`src/rtl/pattern_sequencer_if.sv`:
```
// Game-to-lane control bundle for pattern_sequencer: lane request/hit strobes in, patterns and score out.
// Request semantics: start is a level sampled in IDLE; trocar and ponto are level signals whose 0->1 transitions are the events (held high = one event); there is no valid/ready back-pressure.
interface pattern_sequencer_if;
  logic        start;
  logic        trocar;
  logic        ponto;
  logic [3:0]  command_out;
  logic [3:0]  preview;
  logic [15:0] score;
  logic [7:0]  combo;
  logic [3:0]  level;
  logic [27:0] step_period;
  logic        playing;

  modport master (
    output start, trocar, ponto,
    input  command_out, preview, score, combo, level, step_period, playing
  );

  modport slave (
    input  start, trocar, ponto,
    output command_out, preview, score, combo, level, step_period, playing
  );
endinterface

```
`src/rtl/pattern_sequencer.sv`:
```
// LFSR-fed pattern queue plus score/combo/level tracking for the falling-note lane.
// Optional PATTERN_NO_REPEAT_EN: never queue the same pattern twice in a row.
module pattern_sequencer #(
  parameter logic [15:0] LFSR_SEED   = 16'hACE1,
  parameter int          QUEUE_DEPTH = 4,
  parameter int          BASE_PERIOD = 200000,
  parameter int          PERIOD_STEP = 10000,
  parameter int          MIN_PERIOD  = 50000,
  parameter int          LEVEL_HITS  = 16
) (
  input  logic              CLOCK_25,
  input  logic              reset,
  pattern_sequencer_if.slave bus,
  output logic [1:0]        state_dbg
);

  typedef enum logic [1:0] {
    S_IDLE = 2'd0,
    S_FILL = 2'd1,
    S_PLAY = 2'd2
  } state_t;

  localparam int          IDX_W  = (QUEUE_DEPTH > 1) ? $clog2(QUEUE_DEPTH) : 1;
  localparam int          HIT_W  = $clog2(LEVEL_HITS + 1);
  localparam logic [27:0] BASE_P = 28'(BASE_PERIOD);
  localparam logic [27:0] STEP_P = 28'(PERIOD_STEP);
  localparam logic [27:0] MIN_P  = 28'(MIN_PERIOD);

  state_t           state, state_nxt;
  logic [IDX_W-1:0] fill_idx;
  logic [3:0]       queue [QUEUE_DEPTH];
  logic [15:0]      lfsr;
  logic             trocar_d, ponto_d;
  logic             trocar_rise, ponto_rise;
  logic             hit_seen;
  logic [HIT_W-1:0] hit_cnt;
  logic [3:0]       cand_raw, candidate;
  logic             fill_en, play_en, fill_last;

  assign trocar_rise = bus.trocar & ~trocar_d;
  assign ponto_rise  = bus.ponto & ~ponto_d;
  assign fill_last   = (state == S_FILL) && (fill_idx == IDX_W'(QUEUE_DEPTH - 1));

  // State register
  always_ff @(posedge CLOCK_25 or posedge reset) begin
    if (reset) state <= S_IDLE;
    else       state <= state_nxt;
  end

  // Next-state logic
  always_comb begin
    state_nxt = state;
    case (state)
      S_IDLE:  if (bus.start) state_nxt = S_FILL;
      S_FILL:  if (fill_last) state_nxt = S_PLAY;
      S_PLAY:  state_nxt = S_PLAY;
      default: state_nxt = S_IDLE;
    endcase
  end

  // Output decode
  always_comb begin
    fill_en     = 1'b0;
    play_en     = 1'b0;
    bus.playing = 1'b0;
    case (state)
      S_FILL:  fill_en = 1'b1;
      S_PLAY:  begin play_en = 1'b1; bus.playing = 1'b1; end
      default: ;
    endcase
  end

  assign state_dbg = state;

  always_ff @(posedge CLOCK_25 or posedge reset) begin
    if (reset) begin
      lfsr     <= LFSR_SEED;
      trocar_d <= 1'b0;
      ponto_d  <= 1'b0;
    end else begin
      lfsr     <= {1'b0, lfsr[15:1]} ^ (lfsr[0] ? 16'hB400 : 16'h0000);
      trocar_d <= bus.trocar;
      ponto_d  <= bus.ponto;
    end
  end

  // Zero nibbles fall through to the next nibble, then to 1, so a lane never gets an empty pattern.
  always_comb begin
    cand_raw = lfsr[3:0];
    if (cand_raw == 4'd0) cand_raw = lfsr[7:4];
    if (cand_raw == 4'd0) cand_raw = 4'b0001;
  end

`ifdef PATTERN_NO_REPEAT_EN
  logic [3:0] last_written;
  logic [3:0] cand_bump;

  assign cand_bump = cand_raw + 4'd1;
  assign candidate = (cand_raw != last_written) ? cand_raw :
                     ((cand_bump == 4'd0) ? 4'b0001 : cand_bump);

  always_ff @(posedge CLOCK_25 or posedge reset) begin
    if (reset)                             last_written <= 4'd0;
    else if (fill_en || (play_en && trocar_rise)) last_written <= candidate;
  end
`else
  assign candidate = cand_raw;
`endif

  always_ff @(posedge CLOCK_25 or posedge reset) begin
    if (reset) begin
      fill_idx <= '0;
      for (int i = 0; i < QUEUE_DEPTH; i++) queue[i] <= 4'd0;
    end else begin
      fill_idx <= fill_en ? fill_idx + IDX_W'(1) : '0;
      if (fill_en) begin
        queue[fill_idx] <= candidate;
      end else if (play_en && trocar_rise) begin
        for (int i = 0; i < QUEUE_DEPTH - 1; i++) queue[i] <= queue[i+1];
        queue[QUEUE_DEPTH-1] <= candidate;
      end
    end
  end

  assign bus.command_out = queue[0];
  assign bus.preview     = queue[1];

  // A hit arriving with the request is credited to the outgoing pattern, so it is not a miss.
  always_ff @(posedge CLOCK_25 or posedge reset) begin
    if (reset) begin
      bus.score       <= 16'd0;
      bus.combo       <= 8'd0;
      bus.level       <= 4'd0;
      bus.step_period <= BASE_P;
      hit_cnt         <= '0;
      hit_seen        <= 1'b0;
    end else if (play_en) begin
      if (ponto_rise) begin
        if (bus.score != 16'hFFFF) bus.score <= bus.score + 16'd1;
        if (bus.combo != 8'hFF)    bus.combo <= bus.combo + 8'd1;
        if (hit_cnt == HIT_W'(LEVEL_HITS - 1)) begin
          hit_cnt <= '0;
          if (bus.level != 4'd15) begin
            bus.level       <= bus.level + 4'd1;
            bus.step_period <= (bus.step_period >= MIN_P + STEP_P) ?
                               bus.step_period - STEP_P : MIN_P;
          end
        end else begin
          hit_cnt <= hit_cnt + HIT_W'(1);
        end
      end
      if (trocar_rise) begin
        if (!hit_seen && !ponto_rise) bus.combo <= 8'd0;
        hit_seen <= 1'b0;
      end else if (ponto_rise) begin
        hit_seen <= 1'b1;
      end
    end
  end

endmodule

```
`src/flat_wrapper.sv`:
```
// flat-port wrapper written by rule: the top's interface ports become plain ports
module pattern_sequencer_flat 
#(
  parameter logic [15:0] LFSR_SEED   = 16'hACE1,
  parameter int          QUEUE_DEPTH = 4,
  parameter int          BASE_PERIOD = 200000,
  parameter int          PERIOD_STEP = 10000,
  parameter int          MIN_PERIOD  = 50000,
  parameter int          LEVEL_HITS  = 16
)
  (CLOCK_25, reset, state_dbg, bus_start, bus_trocar, bus_ponto, bus_command_out, bus_preview, bus_score, bus_combo, bus_level, bus_step_period, bus_playing);
  pattern_sequencer_if bus_i ();
  input  logic CLOCK_25;
  input  logic reset;
  output logic [1:0] state_dbg;
  input wire logic [$bits(bus_i.start)-1:0] bus_start;
  input wire logic [$bits(bus_i.trocar)-1:0] bus_trocar;
  input wire logic [$bits(bus_i.ponto)-1:0] bus_ponto;
  output wire logic [$bits(bus_i.command_out)-1:0] bus_command_out;
  output wire logic [$bits(bus_i.preview)-1:0] bus_preview;
  output wire logic [$bits(bus_i.score)-1:0] bus_score;
  output wire logic [$bits(bus_i.combo)-1:0] bus_combo;
  output wire logic [$bits(bus_i.level)-1:0] bus_level;
  output wire logic [$bits(bus_i.step_period)-1:0] bus_step_period;
  output wire logic [$bits(bus_i.playing)-1:0] bus_playing;
  assign bus_i.start = bus_start;
  assign bus_i.trocar = bus_trocar;
  assign bus_i.ponto = bus_ponto;
  assign bus_command_out = bus_i.command_out;
  assign bus_preview = bus_i.preview;
  assign bus_score = bus_i.score;
  assign bus_combo = bus_i.combo;
  assign bus_level = bus_i.level;
  assign bus_step_period = bus_i.step_period;
  assign bus_playing = bus_i.playing;
  pattern_sequencer #(.LFSR_SEED(LFSR_SEED), .QUEUE_DEPTH(QUEUE_DEPTH), .BASE_PERIOD(BASE_PERIOD), .PERIOD_STEP(PERIOD_STEP), .MIN_PERIOD(MIN_PERIOD), .LEVEL_HITS(LEVEL_HITS)) u_core (.CLOCK_25(CLOCK_25), .reset(reset), .bus(bus_i), .state_dbg(state_dbg));
endmodule
```
`config.mk`:
```
export PLATFORM = sky130hd
export DESIGN_NAME = pattern_sequencer_flat
export DESIGN_NICKNAME = d
export VERILOG_FILES = /design/src/rtl/pattern_sequencer_if.sv /design/src/rtl/pattern_sequencer.sv /design/src/flat_wrapper.sv
export SDC_FILE = /design/constraint.sdc
export NUM_CORES = 1
export LEC_CHECK = 0
export ABC_AREA = 1
export ABC_CLOCK_PERIOD_IN_PS = 4200
export BUFFER_PORTS_ARGS = -buffer_cell sky130_fd_sc_hd__buf_2
export CORE_MARGIN = 2
export CORE_UTILIZATION = 55
export CTS_CLUSTER_DIAMETER = 100
export CTS_CLUSTER_SIZE = 14
export DETAILED_ROUTE_END_ITERATION = 6
export GPL_ROUTABILITY_DRIVEN = 0
export PLACE_DENSITY_LB_ADDON = 0.2
export REMOVE_ABC_BUFFERS = 1
export SLEW_MARGIN = 30
export SYNTH_ARGS = -nofsm -noshare
export SYNTH_HDL_FRONTEND = slang
export SYNTH_SLANG_ARGS = --single-unit
```
`constraint.sdc`:
```
create_clock -name CLOCK_25 -period 4.2 [get_ports CLOCK_25]
set_input_delay 0.63 -clock CLOCK_25 [delete_from_list [all_inputs] [get_ports CLOCK_25]]
set_output_delay 0.63 -clock CLOCK_25 [all_outputs]
set_load 0.02 [all_outputs]
```
==> results.tsv <==
metric	value	unit
outcome	complete, no violations	
initial antenna violation count	0	
Worst Slack Setup Final	1309	ps
largest net degree at the start of global routing	50	
met1 usage	0.2868	
Compound-Gate Fraction of Synth Area	0.06048	
port bufs	67	
crit-path max FO	18	
Critical Path RT	4440	ps
WP buf/inv	4	
Placed Instances	782	
Core Rows	34	
Synth area leader	dfrtp_1	
met2 Resource Use GR	0.3410	
largest family of logic cells by synthesized area	simple AND/OR/NAND/NOR gates	
Setup Viol. Count Final	0	
first-pass GRT wire length	17080	um
final hold slack	213.7	ps
I/O Pins	72	
post-synth design cell area	5006	sq um
layout cells sized above 1	0.1696	
static leakage power	2.964	nW
post-route cell area	5530	sq um
CTS tree	done	
All-Layer GR Usage	0.2125	
XOR/XNOR Fraction of Synth Area	0.05249	
Layout fillers	764	
total grt overflow	0	
critical path startpoint category	flip-flop	
Critical Path Max Stage Delay	420	ps
RSZ-0062 raised after global routing	no	
fin crit period	2891	ps
Synth Register Bits	96	
Pins Over Slew Limit	0	
Slowest cell on crit path	nor2_2	
Worst slew margin	0.5948	
Synth top area share	0.4099	
adder-cell share of the synthesized area	0.03249	
clk buf depth	2	
crit end category	flip-flop	
Hold Path Class	in -> async	
Final Hold Viols	0	
DRC	0	
number of distinct library cells after synthesis	39	
Synth-to-Final Area Change	10.47	%
sequential fraction of the synthesis area	0.4834	
Final ANT Viol Nets	0	
period utilisation layout	0.6883	
initial DRC count	195	
P per Cell Area	442.4	nW/um^2
Setup Fix Bufs, Post-CTS	0	
HPWL Detailed	7494	um
kind of critical path	reg -> reg	
Worst-Margin Slew	607.9	ps
die area	9881	sq um
CTS Hold Buffers Added	0	
global route hottest layer	met2	
Place WS	1292	ps
CP arrival	3130	ps
Core ar.	8763	sq um
top post-synthesis cells by area	dfrtp_1 41%, nand2_1 13%, dfstp_2 7.3%, inv_1 6.1%, nor2_1 6.1%	
vias in the first global route	3823	
DRT Pass-1 Iters	5	
DR WL/cell	12.62	um
CP Cell Sequence	inv_1 -> ha_1 -> inv_1 -> nor2_2 -> nand3_2 -> inv_2 -> nand3_2 -> inv_1 -> nor2_1	
CTS clk-pin slew, worst paths	90	ps
cell mode on critical path	inv_1	
Layout Skew	11.69	ps
Num CTS Buffers	9	
maxcap violations	0	
n_diodes	0	
Starting Density	0.5712	
post-CTS resize count	0	
clk_lat worst skew	360	ps
die span in y	99.41	um
VDD IR max	0.2230	mV
setup TNS	0	ps
drt total wl	10070	um
Root Driver	clkbuf_8	
Peak Freq	0.3459	GHz
Sink Count	96	
Cell Area, Placed	5359	sq um
mux cell area share after synthesis	0	
Syn Inst Count	622	
global routing usage on met3	0.03584	
post-synthesis area per instance	8.048	sq um
Layout Cells excl Fill	798	
CTS H-Tree Depth	3	
vias per cell	5.153	
Chip Width	99.41	um
CP delay by family, top	simple AND/OR/NAND/NOR gates	
yosys warns	0	
Layout Nets	703	
DR vias	4112	
simple-gate portion of the synthesized area	0.2779	
## synthesized netlist by cell type (all sizes together)
| master | count |
|---|---|
| a22oi | 4 |
| a31oi | 5 |
| dfstp | 14 |
| nand3 | 40 |
| nand3b | 1 |
| o22ai | 3 |
| o21a | 1 |
| a211oi | 1 |
| clkbuf | 2 |
| conb | 1 |
| nand4 | 11 |
| xor2 | 17 |
| dfrtp | 82 |
| nand2 | 172 |
| buf | 18 |
| nor2 | 84 |
| or2 | 3 |
| o21ai | 25 |
| a21oi | 11 |
| ha | 13 |
| nor3 | 12 |
| xnor2 | 13 |
| nor4 | 2 |
| a311oi | 1 |
| inv | 84 |
| o211ai | 2 |
## through the flow
| step | power (mW) | utilization |
|---|---|---|
| final | 2.447 | 0.6311 |
| after global routing | 2.607 | 0.6311 |
| after CTS | 2.464 | 0.6311 |
| after detailed placement | 1.928 | 0.6115 |
| after global placement | 1.895 | 0.6115 |
| after floorplan | 1.712 | - |
## final cells by class
type                    instances  area, sq um  area share
clock inverters                 6        43.79    0.007919
clock buffers                  10        127.6     0.02308
inverters                      84        319.1     0.05769
repair buffers                 69        350.3     0.06335
well taps                     108        135.1     0.02443
flip-flops and latches         96         2420      0.4376
multi-input cells             425         2135      0.3860
## where the power goes
part	leakage [nW]	internal (mW)	switching, mW
combinational	1.67	0.242	0.449
clock	0.0866	0.218	0.322
sequential	1.20	1.08	0.134
## final timing paths
kind / start / end / slack, ps / cells past startpoint
worst max-delay path: u_core.state_dbg[0] / u_core.bus.step_period[7] / 1310 / 9
worst min-delay path: reset / u_core.bus.step_period[14] / 210 / 2
worst max register to register: u_core.state_dbg[0] / u_core.bus.step_period[7] / 1310 / 9
worst min register to register: u_core.lfsr[9] / u_core.lfsr[8] / 360 / 0
max in group asynchronous: reset / u_core.bus.combo[0] / 3070 / 3
min in group CLOCK_25: u_core.lfsr[9] / u_core.lfsr[8] / 360 / 0
## registers in the layout (all words and copies together), names as in the netlist
signal,count
u_core.bus.step_period,24
u_core.bus.score,16
u_core.lfsr,16
u_core.bus.combo,8
u_core.queue,8
u_core.hit_cnt,5
u_core.bus.command_out,4
u_core.bus.level,4
u_core.bus.preview,4
u_core.fill_idx,2
u_core.state_dbg,2
u_core.hit_seen,1
u_core.ponto_d,1
u_core.trocar_d,1
## logic make-up (layout without fill, tap and decap cells)
logic type | Yosys count | in the layout
and+or+nand+nor | 325 | 325
buffers and inverters | 104 | 169
DFF | 96 | 96
AOI/OAI and AO/OA | 53 | 53
xor gates and xnor gates | 30 | 30
adders and majority gates | 13 | 13
other | 1 | 4
## layout by cell type (no fill, tap or decap), drive strengths merged, types with 2 or more instances in the layout
| cell type | synthesis | layout |
|---|---|---|
| buf | 18 | 69 |
| o21ai | 25 | 25 |
| a21oi | 11 | 11 |
| ha | 13 | 13 |
| dfrtp | 82 | 82 |
| or2 | 3 | 3 |
| clkbuf | 2 | 10 |
| a22oi | 4 | 4 |
| o22ai | 3 | 3 |
| nand2 | 172 | 172 |
| xor2 | 17 | 17 |
| xnor2 | 13 | 13 |
| inv | 84 | 84 |
| nor4 | 2 | 2 |
| nand3 | 40 | 40 |
| dfstp | 14 | 14 |
| nor3 | 12 | 12 |
| o211ai | 2 | 2 |
| conb | 1 | 4 |
| clkinv | 0 | 5 |
| a31oi | 5 | 5 |
| nand4 | 11 | 11 |
| nor2 | 84 | 84 |
## layer usage
layer,vias up,share of wire
met2,122,0.46
met3,21,0.054
met5,-,0
li1,2065,-
met1,1904,0.46
met4,0,0.022
Power figures use the tool's default switching activity.
